===== config.mk =====
export PLATFORM = sky130hd
export DESIGN_NAME = module_display_mux
export DESIGN_NICKNAME = d
export VERILOG_FILES = /design/src/rtl/module_display_mux.sv
export SDC_FILE = /design/constraint.sdc
export NUM_CORES = 1
export LEC_CHECK = 0
export CAP_MARGIN = 20
export CORE_UTILIZATION = 55
export CTS_CLUSTER_SIZE = 28
export DETAILED_ROUTE_END_ITERATION = 10
export DONT_BUFFER_PORTS = 1
export MAX_ROUTING_LAYER = met4
export PLACE_DENSITY = 0.73
export SYNTH_ARGS = -nofsm -noshare
export SYNTH_HDL_FRONTEND = slang
export SYNTH_SLANG_ARGS = --single-unit

===== constraint.sdc =====
create_clock -name clk -period 2.3 [get_ports clk]
set_clock_uncertainty 0.15 [all_clocks]
set_input_delay 0.23 -clock clk [delete_from_list [all_inputs] [get_ports clk]]
set_output_delay 0.23 -clock clk [all_outputs]
set_load 0.02 [all_outputs]

===== src/rtl/module_display_mux.sv =====
// Time-multiplexed N-digit 7-segment driver: shadowed hex value, leading-zero suppression, anti-ghost blanking.
// Latency: one cycle from scan position/shadow to pins; a load is visible on the next edge when its digit is selected.
// No backpressure: load is accepted unconditionally and scanning never stalls.
module module_display_mux #(
  parameter int N_DIGITS       = 4,
  parameter int SCAN_DIV       = 27000,
  parameter int BLANK_CYC      = 270,
  parameter bit SEG_ACTIVE_LOW = 1'b1,
  parameter bit AN_ACTIVE_LOW  = 1'b1
) (
  input  logic                  clk,
  input  logic                  rst_n,
  input  logic                  load,
  input  logic [4*N_DIGITS-1:0] data_in,
  input  logic [N_DIGITS-1:0]   dp_in,
  input  logic                  blank_lz,
  input  logic                  enable,
  output logic [6:0]            seg,
  output logic                  dp,
  output logic [N_DIGITS-1:0]   an,
  output logic                  frame_tick
);

  localparam int IDX_W = (N_DIGITS > 1) ? $clog2(N_DIGITS) : 1;
  localparam int CNT_W = $clog2(SCAN_DIV);
  localparam logic [CNT_W-1:0]    CNT_LAST = CNT_W'(SCAN_DIV - 1);
  localparam logic [IDX_W-1:0]    IDX_LAST = IDX_W'(N_DIGITS - 1);
  localparam logic [6:0]          SEG_OFF  = {7{SEG_ACTIVE_LOW}};
  localparam logic                DP_OFF   = SEG_ACTIVE_LOW;
  localparam logic [N_DIGITS-1:0] AN_OFF   = {N_DIGITS{AN_ACTIVE_LOW}};

  logic [4*N_DIGITS-1:0] shadow;
  logic [N_DIGITS-1:0]   shadow_dp;
  logic [CNT_W-1:0]      cnt;
  logic [IDX_W-1:0]      idx;

  logic [N_DIGITS-1:0]   upper_zero;
  logic                  zero_run;
  logic [3:0]            cur_nib;
  logic                  cur_dp;
  logic                  cur_lz;
  logic [6:0]            seg_lo;
  logic [6:0]            seg_d;
  logic                  dp_d;
  logic [N_DIGITS-1:0]   an_hot;
  logic [N_DIGITS-1:0]   an_d;
  logic                  in_blank;

  // Active-low a..g codes, a in the MSB.
  function automatic logic [6:0] hex7(input logic [3:0] v);
    logic [6:0] code;
    case (v)
      4'h0:    code = 7'b0000001;
      4'h1:    code = 7'b1001111;
      4'h2:    code = 7'b0010010;
      4'h3:    code = 7'b0000110;
      4'h4:    code = 7'b1001100;
      4'h5:    code = 7'b0100100;
      4'h6:    code = 7'b0100000;
      4'h7:    code = 7'b0001111;
      4'h8:    code = 7'b0000000;
      4'h9:    code = 7'b0000100;
      4'hA:    code = 7'b0001000;
      4'hB:    code = 7'b1100000;
      4'hC:    code = 7'b0110001;
      4'hD:    code = 7'b1000010;
      4'hE:    code = 7'b0110000;
      default: code = 7'b0111000;
    endcase
    return code;
  endfunction

  always_ff @(posedge clk or negedge rst_n) begin
    if (!rst_n) begin
      shadow    <= '0;
      shadow_dp <= '0;
    end else if (load) begin
      shadow    <= data_in;
      shadow_dp <= dp_in;
    end
  end

  always_ff @(posedge clk or negedge rst_n) begin
    if (!rst_n) begin
      cnt <= '0;
      idx <= '0;
    end else if (cnt == CNT_LAST) begin
      cnt <= '0;
      idx <= (idx == IDX_LAST) ? '0 : idx + 1'b1;
    end else begin
      cnt <= cnt + 1'b1;
    end
  end

  // upper_zero[i]: every nibble from i up to the top digit is zero.
  always_comb begin
    upper_zero = '0;
    zero_run   = 1'b1;
    for (int i = N_DIGITS - 1; i >= 0; i--) begin
      zero_run      = zero_run && (shadow[4*i +: 4] == 4'h0);
      upper_zero[i] = zero_run;
    end
  end

  always_comb begin
    cur_nib = 4'h0;
    cur_dp  = 1'b0;
    cur_lz  = 1'b0;
    for (int i = 0; i < N_DIGITS; i++) begin
      if (idx == IDX_W'(i)) begin
        cur_nib = shadow[4*i +: 4];
        cur_dp  = shadow_dp[i];
        cur_lz  = (i != 0) && upper_zero[i];
      end
    end
  end

  always_comb begin
    in_blank = (BLANK_CYC > 0) && (int'(cnt) < BLANK_CYC);
    seg_lo   = (blank_lz && cur_lz) ? 7'h7F : hex7(cur_nib);
    seg_d    = SEG_ACTIVE_LOW ? seg_lo : ~seg_lo;
    dp_d     = SEG_ACTIVE_LOW ? ~cur_dp : cur_dp;
    an_hot   = '0;
    if (enable && !in_blank) begin
      for (int i = 0; i < N_DIGITS; i++) begin
        an_hot[i] = (idx == IDX_W'(i));
      end
    end
    an_d = AN_ACTIVE_LOW ? ~an_hot : an_hot;
  end

  always_ff @(posedge clk or negedge rst_n) begin
    if (!rst_n) begin
      seg        <= SEG_OFF;
      dp         <= DP_OFF;
      an         <= AN_OFF;
      frame_tick <= 1'b0;
    end else begin
      seg        <= seg_d;
      dp         <= dp_d;
      an         <= an_d;
      frame_tick <= (idx == '0) && (cnt == '0);
    end
  end

endmodule

==> key figures <==
Synth
  – Number of synthesized flops with an enable pin: 0
  – Synth cell types: 44
  – Avg Cell Area, Syn: ~11 sq um
  – Mux share of post-synthesis cell area: a little under an eighth
  – Main area contributors after synthesis: dfrtp_1, dfstp_2, mux2_2, ha_1, nand2_1
  – Net Count, Synth: 261
  – Adder-cell share of the synthesized area: about 6.0%
  – Post-synth top area share: a little under two fifths
  – Synth Area in Compound Gates: roughly 7.4%
  – Mapped cell area: between 2000 and 3000 sq um
  – Top_reg_cell synth: dfrtp_1
  – Largest family of logic cells by synthesized area: simple AND/OR/NAND/NOR gates
  – Cells after synthesis: 224
  – Yosys reg bits: 50
  – Seq/Total Area, Yosys: between 50% and 60%
  – Synth Area in Simple Gates: between 15 and 20%
  – Synth area leader: dfrtp_1
  – XOR/XNOR share of the synthesized area: under 10%
  – Synth async-reset ratio: 100%
  – Most common cell in the synthesized netlist: dfrtp_1
  – Synth top cells by count: dfrtp_1, nand2_1, mux2_2
  – YS warnings: 0

Timing
  – Share of the clock period used by the worst path: between 90% and 100%
  – Final setup viols: 0
  – Max-slew violation count: 0
  – Fin crit period: between 2000 and 2500 ps
  – Unrepaired setup endpoints after global routing: yes
  – Final hold viol count: 0
  – Setup TNS: 0 ps
  – Worst rel slew slack: roughly two fifths
  – Fmax: roughly 450 MHz
  – Worst slew pin tran: between 900 and 1000 ps

Floorplan
  – IO Count: 38
  – Die area: 4840 sq um
  – Starting Density: ~57%
  – Core ar.: about 4400 sq um
  – Die Y: a little under 70 um
  – Die X: just under 70 um
  – Core Rows: 24

Setup path
  – CP Capture Type: flip-flop
  – Setup crit start kind: flip-flop
  – R2R Path End: seg[1]$_DFF_PN1_
  – Worst EP arrival: approximately 2300 ps
  – CP Class: reg -> reg
  – R2R Setup Slk: a little under 80 ps
  – Max FO, Critical Path: 10
  – Worst Setup SP: idx[0]$_DFFE_PN0N_
  – Reg-to-Reg Start: idx[0]$_DFFE_PN0N_
  – Crit path required time: 2340 ps
  – Register-to-Register Path Depth: 8

Power
  – Leak: between 1 and 1.5 nW
  – Maximum vdd drop: around 0.00039 V
  – Overall Power: between 0.0015 and 0.002 W
  – PD cells: 612 nW/um^2

Layout
  – Antenna cells: 0
  – Area Growth Syn to Fin: 23.2%
  – Share of layout cells above drive strength 1: 30.1%
  – Fillers: 300
  – Final #Nets: 302

Outcome
  – Outcome: complete, no violations

Clock tree
  – Max clock buf depth: 2
  – Cts bufs inserted: 5
  – Clk Tree Root Cell: clkbuf_8
  – Clock latency reported for the late side of the worst-skew pair: approximately 310 ps
  – CTS tree: done
  – H-tree depth: 2
  – Clock sinks: 50
  – Clock-pin slew of the registers on the worst-case setup and hold paths: 90 ps

GRT
  – First-pass GRT wire length: around 7600 um
  – Grt total ovfl: 0
  – Vias in the first global route: ~1.7k
  – Initial antenna violation count: 0
  – Gr usage total: 21.1%
  – Largest net degree at the start of global routing: between 50 and 60

Drt
  – Routed vias: about 1.7k
  – DRT iter0 DRCs: 92
  – DRC Markers: 0
  – Routed Wire Length: between 4000 and 5000 um
  – Detail Route Antenna Nets: 0
  – First-pass DRT Iterations: 4
  – WL per Instance: 15.2 um
  – Vias per std cell: about 5.4

Place
  – Port bufs: 0
  – GPL Wtd Cong: 0.843
  – Post-DP HPWL: roughly 3100 um

Worst hold path
  – Worst hold stages: 2
  – Endpoint, Worst Hold: an[3]$_DFF_PN1_
  – Min-delay src: enable
  – Worst min path class: in -> reg

Run
  – Maxcap violations: 0
-- final cells by class --
cell class | count | area, sq um | area share [%]
inverter | 9 | 36.3 | 1.17
sequential | 50 | 1270 | 40.9
clock buffer | 7 | 86.3 | 2.79
tap | 52 | 65.1 | 2.10
multi-input combinational | 157 | 1210 | 39.0
timing repair buffer | 42 | 403 | 13.0
clock inverter | 1 | 30.0 | 0.970
-- flip-flops by register name, indices dropped and copies added (netlist names) --
register and cells:
cnt 15, idx 2, shadow 16, an 4, frame_tick 1, seg 7
dp 1, shadow_dp 4
-- cells by family after synthesis --
kind of cell | Yosys count
compound gates | 26
xor+xnor | 11
fa+ha+maj | 12
buf+inv | 17
flops | 50
mux | 26
simple gates | 82
-- where the power goes --
part	total (W)	internal, W	switching, W
Combinational	0.000241	0.000139	0.000102
Clock	0.000635	0.000355	0.000280
Sequential	0.00102	0.000957	0.0000641
-- metal layers --
metal / track usage [%] / up-vias / wire (um)
met5: - / - / 0
met1: 28.8 / 819 / 2350
met3: 4.22 / 11 / 173
met2: 30.2 / 43 / 2180
li1: - / 860 / -
met4: 10.2 / 0 / 121
-- critical path, stage by stage (launching register included) --
cell and delay [ps]:
dfrtp_2 470, ha_2 290, a211oi_2 250, a221oi_2 100
buf_4 170, ha_1 230, mux2_2 260, nand2_1 60
o311ai_0 130
-- placed cells by master (no fill, tap or decap), types with 2 or more instances in the layout --
| master | n |
|---|---|
| a21oi_1 | 5 |
| a311oi_2 | 2 |
| and3_1 | 2 |
| buf_4 | 18 |
| clkbuf_8 | 6 |
| dfrtp_1 | 37 |
| dfstp_2 | 12 |
| dlygate4sd3_1 | 22 |
| ha_1 | 7 |
| ha_2 | 2 |
| ha_4 | 3 |
| inv_1 | 6 |
| inv_2 | 2 |
| mux2_2 | 22 |
| mux2i_1 | 3 |
| nand2_1 | 26 |
| nand2_2 | 2 |
| nand3_1 | 7 |
| nand3b_1 | 4 |
| nand4_1 | 3 |
| nor2_1 | 15 |
| nor2b_1 | 4 |
| nor3b_1 | 2 |
| nor4_1 | 3 |
| o211ai_1 | 2 |
| o21ai_0 | 6 |
| o21ai_1 | 2 |
| or2b_1 | 3 |
| or3_1 | 3 |
| or4_1 | 2 |
| xnor2_1 | 3 |
| xor2_1 | 8 |
-- metrics by stage --
step / util, % / setup slack [ps] / cell area [sq um] / hold slack (ps) / instances
global route: 70.6 / -31.0 / 3100 / 48.9 / 318
CTS: 68.3 / 14.3 / 2990 / 40.4 / 313
finish: 70.6 / 78.8 / 3100 / 46.1 / 318
detailed placement: 59.8 / -4.95 / 2620 / -214 / 282
floorplan: - / 8.04 / 2510 / -216 / 224
global placement: 59.8 / 12.8 / 2620 / -214 / 282
-- worst max path at each step --
stage | to | cells past startpoint
6_report | seg[1]$_DFF_PN1_ | 8
5_1_grt | seg[3]$_DFF_PN1_ | 8
4_1_cts | seg[3]$_DFF_PN1_ | 9
3_5_place_dp | seg[1]$_DFF_PN1_ | 8
3_3_place_gp | seg[1]$_DFF_PN1_ | 8
2_1_floorplan | seg[5]$_DFF_PN1_ | 9
-- repair_timing --
item / in CTS / in global routing
hold buffers: 23 / 0
pin swaps: 0 / 1
buffers inserted: 0 / 5
endpoints found under the hold margin: 70 / 0
resized for setup: 3 / 14
setup endpoints to repair: 3 / 6
(Power assumes the default switching activity.)
